$ cat src/rtl/q_sync_register_pkg.sv
// rtl/q_sync_register_pkg.sv - shared types for the Q-module word sampler
package q_pkg;

    // Handshake/settling FSM states of the word sampler
    typedef enum logic [1:0] {
        IDLE   = 2'd0,
        SETTLE = 2'd1,
        HOLD   = 2'd2,
        ACK    = 2'd3
    } q_state_t;

    // Default geometry of the sampler
    localparam int Q_DEF_WIDTH         = 8;
    localparam int Q_DEF_SYNC_STAGES   = 2;
    localparam int Q_DEF_STABLE_CYCLES = 3;
    localparam int Q_DEF_MAX_WAIT      = 16;
    localparam int Q_DEF_DEPTH         = 4;

endpackage

$ cat src/rtl/q_sync_register_if.sv
// rtl/q_sync_register_if.sv - sample/ack request side and valid/ready word port
interface q_sync_register_if #(
    parameter int WIDTH = 8
);
    logic [WIDTH-1:0] data;
    logic             sample;
    logic             ack;
    logic [WIDTH-1:0] out;
    logic             out_timeout;
    logic             out_valid;
    logic             out_ready;

    // Environment side: drives the asynchronous request and consumes words
    modport master (
        output data, sample, out_ready,
        input  ack, out, out_timeout, out_valid
    );

    // Sampler side
    modport slave (
        input  data, sample, out_ready,
        output ack, out, out_timeout, out_valid
    );
endinterface

$ cat src/rtl/q_sync_register_fifo.sv
// rtl/q_sync_register_fifo.sv - show-ahead FIFO buffering resolved words
module q_fifo #(
    parameter int WIDTH = 9,
    parameter int DEPTH = 4
) (
    input  logic             clock,
    input  logic             reset,
    input  logic             i_push,
    input  logic [WIDTH-1:0] i_push_data,
    input  logic             i_pop,
    output logic [WIDTH-1:0] o_head,
    output logic             o_valid,
    output logic             o_full
);
    localparam int                PTR_W      = $clog2(DEPTH);
    localparam logic [PTR_W:0]    FULL_COUNT = (PTR_W+1)'(DEPTH);
    localparam logic [PTR_W:0]    ONE_COUNT  = (PTR_W+1)'(1);

    logic [WIDTH-1:0] r_mem [DEPTH];
    logic [PTR_W-1:0] r_wr_ptr;
    logic [PTR_W-1:0] r_rd_ptr;
    logic [PTR_W:0]   r_count;
    logic [WIDTH-1:0] r_head;

    logic             w_empty;
    logic             w_full;
    logic             w_pop;
    logic             w_push;
    logic [PTR_W-1:0] w_next_rd;

    assign w_empty   = (r_count == '0);
    assign w_full    = (r_count == FULL_COUNT);
    assign w_pop     = i_pop && !w_empty;
    // A pop frees the slot on the same edge, so a full FIFO can still accept
    assign w_push    = i_push && (!w_full || w_pop);
    assign w_next_rd = r_rd_ptr + PTR_W'(1);

    assign o_head  = r_head;
    assign o_valid = !w_empty;
    assign o_full  = w_full;

    // Storage array; content is only meaningful between the pointers
    always_ff @(posedge clock) begin
        if (w_push) begin
            r_mem[r_wr_ptr] <= i_push_data;
        end
    end

    // Pointers and occupancy
    always_ff @(posedge clock) begin
        if (reset) begin
            r_wr_ptr <= '0;
            r_rd_ptr <= '0;
            r_count  <= '0;
        end else begin
            if (w_push) begin
                r_wr_ptr <= r_wr_ptr + PTR_W'(1);
            end
            if (w_pop) begin
                r_rd_ptr <= w_next_rd;
            end
            case ({w_push, w_pop})
                2'b10:   r_count <= r_count + ONE_COUNT;
                2'b01:   r_count <= r_count - ONE_COUNT;
                default: r_count <= r_count;
            endcase
        end
    end

    // Registered head word: keeps its last value once the FIFO drains
    always_ff @(posedge clock) begin
        if (reset) begin
            r_head <= '0;
        end else if (w_empty) begin
            if (w_push) begin
                r_head <= i_push_data;
            end
        end else if (w_pop) begin
            if (r_count == ONE_COUNT) begin
                if (w_push) begin
                    r_head <= i_push_data;
                end
            end else begin
                r_head <= r_mem[w_next_rd];
            end
        end
    end

endmodule

$ cat src/rtl/q_sync_register.sv
// rtl/q_sync_register.sv - multi-bit Q-flop sampler with settle/timeout resolve and output FIFO
module q_sync_register
    import q_pkg::*;
#(
    parameter int WIDTH         = Q_DEF_WIDTH,
    parameter int SYNC_STAGES   = Q_DEF_SYNC_STAGES,
    parameter int STABLE_CYCLES = Q_DEF_STABLE_CYCLES,
    parameter int MAX_WAIT      = Q_DEF_MAX_WAIT,
    parameter int DEPTH         = Q_DEF_DEPTH
) (
    input  logic                clock,
    input  logic                reset,
    q_sync_register_if.slave    bus
);
    localparam int SC_W = $clog2(STABLE_CYCLES + 1);
    localparam int WC_W = $clog2(MAX_WAIT + 1);

    typedef struct packed {
        logic             timeout;
        logic [WIDTH-1:0] word;
    } q_entry_t;

    logic [WIDTH-1:0]       r_data_sync [SYNC_STAGES];
    logic [SYNC_STAGES-1:0] r_sample_sync;
    logic [WIDTH-1:0]       w_data_s;
    logic                   w_sample_s;

    q_state_t               r_state;
    q_state_t               w_state_next;

    logic [WIDTH-1:0]       r_data_prev;
    logic [SC_W-1:0]        r_stable_cnt;
    logic [WC_W-1:0]        r_wait_cnt;
    logic [WIDTH-1:0]       r_hold_word;
    logic                   r_hold_tflag;

    logic                   w_match;
    logic                   w_stable_hit;
    logic                   w_timeout_hit;
    logic                   w_resolve;
    logic                   w_tflag;

    logic                   w_push;
    q_entry_t               w_push_entry;
    logic                   w_pop;
    logic                   w_can_push;
    logic                   w_ack;
    q_entry_t               w_head;
    logic                   w_fifo_valid;
    logic                   w_fifo_full;

    // Synchroniser chains for the asynchronous word and request
    always_ff @(posedge clock) begin
        if (reset) begin
            for (int i = 0; i < SYNC_STAGES; i++) begin
                r_data_sync[i] <= '0;
            end
            r_sample_sync <= '0;
        end else begin
            r_data_sync[0] <= bus.data;
            for (int i = 1; i < SYNC_STAGES; i++) begin
                r_data_sync[i] <= r_data_sync[i-1];
            end
            r_sample_sync <= {r_sample_sync[SYNC_STAGES-2:0], bus.sample};
        end
    end

    assign w_data_s   = r_data_sync[SYNC_STAGES-1];
    assign w_sample_s = r_sample_sync[SYNC_STAGES-1];

    // Resolve decision; a stable resolve takes precedence over the timeout
    assign w_match       = (w_data_s == r_data_prev);
    assign w_stable_hit  = w_match && (r_stable_cnt == SC_W'(STABLE_CYCLES - 1));
    assign w_timeout_hit = (r_wait_cnt == WC_W'(MAX_WAIT - 1));
    assign w_resolve     = w_stable_hit || w_timeout_hit;
    assign w_tflag       = !w_stable_hit;

    assign w_pop      = w_fifo_valid && bus.out_ready;
    assign w_can_push = !w_fifo_full || w_pop;

    // FSM state register
    always_ff @(posedge clock) begin
        if (reset) begin
            r_state <= IDLE;
        end else begin
            r_state <= w_state_next;
        end
    end

    // FSM next-state logic; a dropped request only aborts while still settling
    always_comb begin
        w_state_next = r_state;
        case (r_state)
            IDLE: begin
                if (w_sample_s) begin
                    w_state_next = SETTLE;
                end
            end
            SETTLE: begin
                if (!w_sample_s) begin
                    w_state_next = IDLE;
                end else if (w_resolve) begin
                    w_state_next = w_can_push ? ACK : HOLD;
                end
            end
            HOLD: begin
                if (w_can_push) begin
                    w_state_next = ACK;
                end
            end
            ACK: begin
                if (!w_sample_s) begin
                    w_state_next = IDLE;
                end
            end
            default: w_state_next = IDLE;
        endcase
    end

    // FSM outputs: FIFO push request and the ack level
    always_comb begin
        w_push       = 1'b0;
        w_push_entry = '{timeout: r_hold_tflag, word: r_hold_word};
        w_ack        = 1'b0;
        case (r_state)
            SETTLE: begin
                if (w_sample_s && w_resolve && w_can_push) begin
                    w_push       = 1'b1;
                    w_push_entry = '{timeout: w_tflag, word: w_data_s};
                end
            end
            HOLD: begin
                w_push = w_can_push;
            end
            ACK: begin
                w_ack = 1'b1;
            end
            default: begin
                w_push = 1'b0;
            end
        endcase
    end

    // Settling datapath: previous sample, saturating counters, parked word
    always_ff @(posedge clock) begin
        if (reset) begin
            r_data_prev  <= '0;
            r_stable_cnt <= '0;
            r_wait_cnt   <= '0;
            r_hold_word  <= '0;
            r_hold_tflag <= 1'b0;
        end else begin
            case (r_state)
                IDLE: begin
                    if (w_sample_s) begin
                        r_data_prev  <= w_data_s;
                        r_stable_cnt <= '0;
                        r_wait_cnt   <= '0;
                    end
                end
                SETTLE: begin
                    r_data_prev <= w_data_s;
                    if (!w_match) begin
                        r_stable_cnt <= '0;
                    end else if (r_stable_cnt != SC_W'(STABLE_CYCLES)) begin
                        r_stable_cnt <= r_stable_cnt + SC_W'(1);
                    end
                    if (r_wait_cnt != WC_W'(MAX_WAIT)) begin
                        r_wait_cnt <= r_wait_cnt + WC_W'(1);
                    end
                    if (w_sample_s && w_resolve) begin
                        r_hold_word  <= w_data_s;
                        r_hold_tflag <= w_tflag;
                    end
                end
                default: begin
                    r_data_prev <= r_data_prev;
                end
            endcase
        end
    end

    q_fifo #(
        .WIDTH (WIDTH + 1),
        .DEPTH (DEPTH)
    ) u_fifo (
        .clock       (clock),
        .reset       (reset),
        .i_push      (w_push),
        .i_push_data (w_push_entry),
        .i_pop       (w_pop),
        .o_head      (w_head),
        .o_valid     (w_fifo_valid),
        .o_full      (w_fifo_full)
    );

    assign bus.ack         = w_ack;
    assign bus.out         = w_head.word;
    assign bus.out_timeout = w_head.timeout;
    assign bus.out_valid   = w_fifo_valid;

endmodule

$ cat src/flat_wrapper.sv
// flat-port wrapper written by rule: the top's interface ports become plain ports
module q_sync_register_flat import q_pkg::*;
#(
    parameter int WIDTH         = Q_DEF_WIDTH,
    parameter int SYNC_STAGES   = Q_DEF_SYNC_STAGES,
    parameter int STABLE_CYCLES = Q_DEF_STABLE_CYCLES,
    parameter int MAX_WAIT      = Q_DEF_MAX_WAIT,
    parameter int DEPTH         = Q_DEF_DEPTH
)
  (clock, reset, bus_data, bus_sample, bus_out_ready, bus_ack, bus_out, bus_out_timeout, bus_out_valid);
  q_sync_register_if #(.WIDTH(WIDTH)) bus_i ();
  input  logic clock;
  input  logic reset;
  input wire logic [$bits(bus_i.data)-1:0] bus_data;
  input wire logic [$bits(bus_i.sample)-1:0] bus_sample;
  input wire logic [$bits(bus_i.out_ready)-1:0] bus_out_ready;
  output wire logic [$bits(bus_i.ack)-1:0] bus_ack;
  output wire logic [$bits(bus_i.out)-1:0] bus_out;
  output wire logic [$bits(bus_i.out_timeout)-1:0] bus_out_timeout;
  output wire logic [$bits(bus_i.out_valid)-1:0] bus_out_valid;
  assign bus_i.data = bus_data;
  assign bus_i.sample = bus_sample;
  assign bus_i.out_ready = bus_out_ready;
  assign bus_ack = bus_i.ack;
  assign bus_out = bus_i.out;
  assign bus_out_timeout = bus_i.out_timeout;
  assign bus_out_valid = bus_i.out_valid;
  q_sync_register #(.WIDTH(WIDTH), .SYNC_STAGES(SYNC_STAGES), .STABLE_CYCLES(STABLE_CYCLES), .MAX_WAIT(MAX_WAIT), .DEPTH(DEPTH)) u_core (.clock(clock), .reset(reset), .bus(bus_i));
endmodule
$ cat config.mk
export PLATFORM = sky130hd
export DESIGN_NAME = q_sync_register_flat
export DESIGN_NICKNAME = d
export VERILOG_FILES = /design/src/rtl/q_sync_register_pkg.sv /design/src/rtl/q_sync_register_if.sv /design/src/rtl/q_sync_register_fifo.sv /design/src/rtl/q_sync_register.sv /design/src/flat_wrapper.sv
export SDC_FILE = /design/constraint.sdc
export NUM_CORES = 1
export LEC_CHECK = 0
export CORE_UTILIZATION = 56
export DETAILED_ROUTE_END_ITERATION = 10
export PLACE_DENSITY = 0.75
export SETUP_SLACK_MARGIN = 0.02
export SKIP_CTS_REPAIR_TIMING = 1
export SYNTH_ARGS = -nofsm -noshare
export SYNTH_HDL_FRONTEND = slang
export SYNTH_SLANG_ARGS = --single-unit
$ cat constraint.sdc
create_clock -name clock -period 6.1 [get_ports clock]
set_clock_uncertainty 0.2 [all_clocks]
set_input_delay 1.525 -clock clock [delete_from_list [all_inputs] [get_ports clock]]
set_output_delay 1.525 -clock clock [all_outputs]
set_load 0.005 [all_outputs]
==> impl_metrics.env, run 1 <==
export IMPL_cts_tree="built"
export IMPL_fin_nets=418
export IMPL_route_final_wire_length_um=7220
export IMPL_post_synth_top_area_fraction_pct=28.4
export IMPL_first_global_vias=2608
export IMPL_drcViolationCount=0
export IMPL_vias=2699
export IMPL_clkSlewWorstSetupHoldPaths_ns=0.10
export IMPL_finalCritPeriodShare_pct=64.5
export IMPL_placed_cell_area_um2=4500
export IMPL_arrival_ns=4.01
export IMPL_number_of_storage_elements_in_the_synthesis_netlist=96
export IMPL_postSynth_asyncResetShare_pct=0
export IMPL_power_ir_vdd_worst_uv=194
export IMPL_cts_max_level=3
export IMPL_end_kind="flip-flop"
export IMPL_max_slew_worst_pin_slew_ns=1.08
export IMPL_max_slew_margin_pct=28.0
export IMPL_floorplan_io_pins=23
export IMPL_syn_cell_area_um2=4230
export IMPL_post_synth_inst_count=370
export IMPL_static_leakage_power_nw=1.73
export IMPL_worstHoldPathCells=1
export IMPL_critPathRequiredTime_ns=6.18
export IMPL_min_delay_start="u_core.r_data_sync[0][7]"
export IMPL_r2r_worst_path_cells=8
export IMPL_die_h_um=88.9
export IMPL_vias_per_cell=5.49
export IMPL_grt_first_pass_wirelength_um=12000
export IMPL_syn_num_nets=400
export IMPL_final_non_filler_cell_area_um2=4710
export IMPL_areaGrowthSynthToFinish_pct=11.4
export IMPL_min_to="u_core.r_data_sync[0][15]"
export IMPL_track_usage_pct=20.7
export IMPL_routabilityCongestion=0.777
export IMPL_placement_io_buffers=22
export IMPL_floorplan_die_area_um2=7910
export IMPL_timing_setup_tns_ns=0
export IMPL_yosys_warnings=0
export IMPL_drtAntennaViolNets=0
export IMPL_clock_sinks=96
export IMPL_synth_edff_count=36
export IMPL_dr_pass1_iters=4
export IMPL_criticalPathCategory="in2reg"
export IMPL_initial_antenna_violation_count=0
export IMPL_regToRegStartpoint="u_core.r_state[0]"
export IMPL_initial_drt_markers=120
export IMPL_post_synth_cell_area_avg_um2=11.4
export IMPL_floorplan_initialDensity_pct=58.0
export IMPL_gr_total_overflow=0
export IMPL_grt_max_degree=62
export IMPL_cellPowerDensity_nw_per_um2=304
export IMPL_rsz0062_at_grt="false"
export IMPL_yosys_cell_types_count=50
export IMPL_reg2reg_to="u_core.u_fifo.r_count[2]"
export IMPL_worstSkewPairLatency_ns=0.36
export IMPL_cts_buffers=9
export IMPL_final_period_minus_worst_setup_slack_ns=3.93
export IMPL_dieWidth_um=88.9
export IMPL_cts_root_to_sink_buffers=2
export IMPL_post_synth_top_area_cell="sky130_fd_sc_hd__dfxtp_1"
export IMPL_yosys_most_used_dff="sky130_fd_sc_hd__dfxtp_1"
export IMPL_setup_violations_final=0
export IMPL_most_frequent_cell_after_synthesis="sky130_fd_sc_hd__dfxtp_1"
export IMPL_fp_row_count=31
export IMPL_outcome="complete, no violations"
export IMPL_core_area_um2=7290
export IMPL_synth_commonest_cells="sky130_fd_sc_hd__dfxtp_1, sky130_fd_sc_hd__nor2_1, sky130_fd_sc_hd__edfxtp_1, sky130_fd_sc_hd__a21oi_1, sky130_fd_sc_hd__nand2_1"
export IMPL_wl_per_cell_um=14.7
export IMPL_timing_max_transition_violations_final=0
export IMPL_post_dp_hpwl_um=4900
export IMPL_final_hold_viol_count=0
export IMPL_synth_area_leaders="sky130_fd_sc_hd__dfxtp_1, sky130_fd_sc_hd__edfxtp_1, sky130_fd_sc_hd__ha_1"
export IMPL_fmax_ghz=0.254
export IMPL_max_cap_violations=0
export IMPL_synth_seq_area_share_pct=53.9
export IMPL_timing_reg2reg_setup_slack_ns=2.64
export IMPL_antenna_cells=0
export IMPL_drive_gt1_share_pct=11.2
export IMPL_worstHoldPathType="reg2reg"
export IMPL_clock_root_buffer="sky130_fd_sc_hd__clkbuf_8"
export IMPL_worst_path_max_fanout=16
export IMPL_cp_start_kind="input port"
[state kept, by name, summed over array words and instances (netlist names), named ones only]
register                flops
u_core.r_data_prev          8
u_core.r_data_sync         16
u_core.r_hold_tflag         1
u_core.r_hold_word          8
u_core.r_sample_sync        2
u_core.r_stable_cnt         2
u_core.r_state              1
u_core.r_wait_cnt           5
u_core.u_fifo.o_head        9
u_core.u_fifo.r_count       3
u_core.u_fifo.r_mem        36
u_core.u_fifo.r_rd_ptr      2
u_core.u_fifo.r_wr_ptr      2
[routing by layer]
metal | GRT usage (%) | wire, um
met5 | 0 | 0
met4 | 6.89 | 82
met3 | 6.28 | 257
met2 | 36.4 | 3770
met1 | 24.1 | 3110
[worst max-delay path, stage by stage]
cell                              delay (ns)
sky130_fd_sc_hd__clkdlybuf4s50_1        0.51
sky130_fd_sc_hd__nand3b_1               0.16
sky130_fd_sc_hd__nand2_1                0.08
sky130_fd_sc_hd__nor2_1                 0.16
sky130_fd_sc_hd__a21o_1                 0.47
sky130_fd_sc_hd__inv_1                  0.19
sky130_fd_sc_hd__ha_1                   0.38
sky130_fd_sc_hd__or3_1                  0.37
sky130_fd_sc_hd__a21oi_1                0.16
[layout by cell type, fill, tap and decap left out, types with 2 or more instances in the layout]
master                             n
sky130_fd_sc_hd__o211a_1           6
sky130_fd_sc_hd__nand2b_1          5
sky130_fd_sc_hd__o211ai_1          2
sky130_fd_sc_hd__inv_8             2
sky130_fd_sc_hd__a21oi_1          21
sky130_fd_sc_hd__mux2_4            6
sky130_fd_sc_hd__nor2_4            2
sky130_fd_sc_hd__dfxtp_1          60
sky130_fd_sc_hd__nor3_1            2
sky130_fd_sc_hd__inv_1            17
sky130_fd_sc_hd__ha_1             18
sky130_fd_sc_hd__or4_1             2
sky130_fd_sc_hd__clkinv_4          2
sky130_fd_sc_hd__clkdlybuf4s50_1  21
sky130_fd_sc_hd__nor2_1           37
sky130_fd_sc_hd__and2_1            5
sky130_fd_sc_hd__o2111ai_1         2
sky130_fd_sc_hd__edfxtp_1         36
sky130_fd_sc_hd__o311ai_2          2
sky130_fd_sc_hd__xor2_1            3
sky130_fd_sc_hd__nand4_1           2
sky130_fd_sc_hd__nand3_1           5
sky130_fd_sc_hd__a211oi_1          3
sky130_fd_sc_hd__o22ai_1           7
sky130_fd_sc_hd__or3_1             7
sky130_fd_sc_hd__nor2b_1          20
sky130_fd_sc_hd__xnor2_1          10
sky130_fd_sc_hd__clkbuf_8          9
sky130_fd_sc_hd__mux4_2            9
sky130_fd_sc_hd__nand2_1          21
sky130_fd_sc_hd__mux2i_1           8
sky130_fd_sc_hd__o21ai_0          13
sky130_fd_sc_hd__o21ai_1           2
sky130_fd_sc_hd__a31oi_1           5
[report_power, final]
| group | switching (mW) | leakage, nW | internal, mW |
|---|---|---|---|
| sequential | 0.0363 | 0.821 | 0.697 |
| combinational | 0.129 | 0.808 | 0.143 |
| clock | 0.231 | 0.104 | 0.198 |
| total | 0.396 | 1.73 | 1.04 |
[logic make-up after synthesis]
kind of cell	Yosys count	synth area share [%]
simple gates	115	14.0
xor+xnor	13	2.69
buf+inv	33	3.28
mux	24	9.08
flops	96	53.9
compound gates	71	11.7
fa+ha+maj	18	5.32
[worst max path at each step]
stage	start	to	slack [ns]	cells after the start
after floorplan	bus_out_ready	u_core.u_fifo.r_count[2]	2.80	9
after global placement	bus_out_ready	u_core.u_fifo.r_count[2]	1.97	9
after detailed placement	bus_out_ready	u_core.u_fifo.r_count[2]	1.81	9
after CTS	bus_out_ready	u_core.u_fifo.r_count[2]	2.18	9
after global routing	bus_out_ready	u_core.u_fifo.r_count[2]	2.02	9
final	bus_out_ready	u_core.u_fifo.r_count[2]	2.17	9
[final cells by class]
class,count,area [um^2]
clock buffers,9,124
clock inverters,7,86.3
fillers,610,2580
inverters,17,63.8
multi-input cells,241,1810
flip-flops and latches,96,2280
well taps,99,124
repair buffers,23,223
[per-stage QoR]
step           utilization, %  setup slack (ns)  power (mW)  hold slack (ns)  std cells
2_1_floorplan               -              2.80       0.917            0.214        370
3_3_place_gp             61.7              1.97        1.01            0.218        476
3_5_place_dp             61.7              1.81        1.02            0.220        476
4_1_cts                  64.6              2.18        1.45            0.243        492
5_1_grt                  64.6              2.02        1.51            0.258        492
6_report                 64.6              2.17        1.43            0.242        492
Power figures use the tool's default switching activity.
==> run 2, diff against run 1 <==
Clock period 6.1 ns to 3.9 ns, I/O delays scaled along.
==> impl_metrics.env, run 2 (synthesized netlist as in run 1, its figures left out) <==
export IMPL_cellPowerDensity_nw_per_um2=488
export IMPL_first_global_vias=2524
export IMPL_grt_max_degree=54
export IMPL_core_area_um2=7290
export IMPL_end_kind="output port"
export IMPL_die_h_um=88.9
export IMPL_initial_antenna_violation_count=0
export IMPL_final_hold_viol_count=0
export IMPL_floorplan_initialDensity_pct=58.0
export IMPL_arrival_ns=1.76
export IMPL_routabilityCongestion=0.780
export IMPL_static_leakage_power_nw=1.77
export IMPL_initial_drt_markers=85
export IMPL_fp_row_count=31
export IMPL_floorplan_io_pins=23
export IMPL_max_cap_violations=0
export IMPL_wl_per_cell_um=14.4
export IMPL_cts_buffers=9
export IMPL_drive_gt1_share_pct=12.1
export IMPL_clock_sinks=96
export IMPL_max_slew_margin_pct=34.9
export IMPL_dieWidth_um=88.9
export IMPL_net_load_switching_power_uw=632
export IMPL_timing_setup_tns_ns=0
export IMPL_post_dp_hpwl_um=4870
export IMPL_cts_root_to_sink_buffers=2
export IMPL_gr_total_overflow=0
export IMPL_worst_path_max_fanout=4
export IMPL_vias=2693
export IMPL_fillerInstances=580
export IMPL_internal_power_mw=1.69
export IMPL_fin_nets=422
export IMPL_most_used_cells_in_the_layout_excluding_fill_and_tap_cells="sky130_fd_sc_hd__dfxtp_1, sky130_fd_sc_hd__nor2_1, sky130_fd_sc_hd__edfxtp_1"
export IMPL_clock_power_share_pct=32.1
export IMPL_power_frac_comb_pct=18.6
export IMPL_track_usage_pct=19.8
export IMPL_worstSkewPairLatency_ns=0.36
export IMPL_power_frac_seq_pct=49.3
export IMPL_criticalPathCategory="reg2out"
export IMPL_cp_start_kind="flip-flop"
export IMPL_final_non_filler_cell_area_um2=4760
export IMPL_hold_worst_slack_ns=0.243
export IMPL_setup_violations_final=0
export IMPL_placement_io_buffers=22
export IMPL_finalCritPeriodShare_pct=75.2
export IMPL_floorplan_die_area_um2=7910
export IMPL_clkSlewWorstSetupHoldPaths_ns=0.10
export IMPL_max_slew_worst_pin_slew_ns=0.977
export IMPL_drtAntennaViolNets=0
export IMPL_leading_cell_type_in_the_layout_fill_and_taps_excluded="sky130_fd_sc_hd__dfxtp_1"
export IMPL_cts_max_level=3
export IMPL_cts_tree="built"
export IMPL_antenna_cells=0
export IMPL_largest_register_ff_count=36
export IMPL_power_ir_vdd_worst_uv=242
export IMPL_vias_per_cell=5.43
export IMPL_power_switching_fraction_pct=27.2
export IMPL_largest_register="u_core.u_fifo.r_mem"
export IMPL_route_final_wire_length_um=7130
export IMPL_critPathRequiredTime_ns=2.72
export IMPL_dr_pass1_iters=4
export IMPL_placed_cell_area_um2=4530
export IMPL_clock_root_buffer="sky130_fd_sc_hd__clkbuf_8"
export IMPL_worstHoldPathType="reg2reg"
export IMPL_fmax_ghz=0.341
export IMPL_drcViolationCount=0
export IMPL_postLayoutCoreUtil_pct=65.3
export IMPL_timing_max_transition_violations_final=0
export IMPL_grt_first_pass_wirelength_um=11600
export IMPL_final_period_minus_worst_setup_slack_ns=2.93
export IMPL_areaGrowthSynthToFinish_pct=12.6
export IMPL_rsz0062_at_grt="false"
export IMPL_outcome="complete, no violations"
## run 2: cell count changes in the layout (fill, tap and decap cells not counted)
cell,before,now
sky130_fd_sc_hd__buf_4,1,5
sky130_fd_sc_hd__clkinv_4,2,0
sky130_fd_sc_hd__inv_6,1,3
sky130_fd_sc_hd__bufinv_16,1,2
sky130_fd_sc_hd__clkinvlp_4,1,0
## run 2: per-stage QoR
stage / instances / power, mW / setup slack, ns
3_3_place_gp: 480 / 1.59 / 0.715
3_5_place_dp: 480 / 1.60 / 0.641
5_1_grt: 496 / 2.43 / 0.851
4_1_cts: 496 / 2.34 / 0.942
6_report: 496 / 2.33 / 0.966
2_1_floorplan: 370 / 1.43 / 1.15
## run 2: area by class of cell
type	count	area, um^2	share of cell area [%]
repair buffers	27	253	5.30
inverters	17	63.8	1.34
well taps	99	124	2.60
flip-flops and latches	96	2280	47.9
clock inverters	7	109	2.28
clock buffers	9	124	2.60
multi-input cells	241	1810	38.0
## run 2: final timing paths
| kind | startpoint | slack, ns | depth (start not counted) | to |
|---|---|---|---|---|
| worst max-delay path | u_core.u_fifo.r_count[0] | 0.97 | 4 | bus_out_valid |
| worst min-delay path | u_core.r_data_sync[0][0] | 0.24 | 1 | u_core.r_data_sync[0][8] |
| worst max register to register | u_core.r_data_sync[0][11] | 1.28 | 6 | u_core.u_fifo.r_mem[3][5] |
| worst min register to register | u_core.r_data_sync[0][0] | 0.24 | 1 | u_core.r_data_sync[0][8] |
## run 2: worst max-delay path: stages, from the launching register on
cell and delay [ns]:
sky130_fd_sc_hd__dfxtp_1 0.42, sky130_fd_sc_hd__inv_1 0.09, sky130_fd_sc_hd__ha_1 0.24, sky130_fd_sc_hd__nand2b_1 0.13, sky130_fd_sc_hd__clkdlybuf4s50_1 0.51
## run 2: power by group through the flow
stage	registers [mW]	logic, mW	clock network (mW)
floorplan	1.15	0.284	0
global placement	1.17	0.425	0
detailed placement	1.17	0.432	0
CTS	1.15	0.436	0.760
global route	1.15	0.481	0.790
finish	1.15	0.434	0.747
## run 2: per-layer routing
layer / track usage (%) / wire [um]
met2: 35.0 / 3580
met4: 9.97 / 146
met1: 23.8 / 3200
met3: 2.77 / 208
met5: 0 / 0
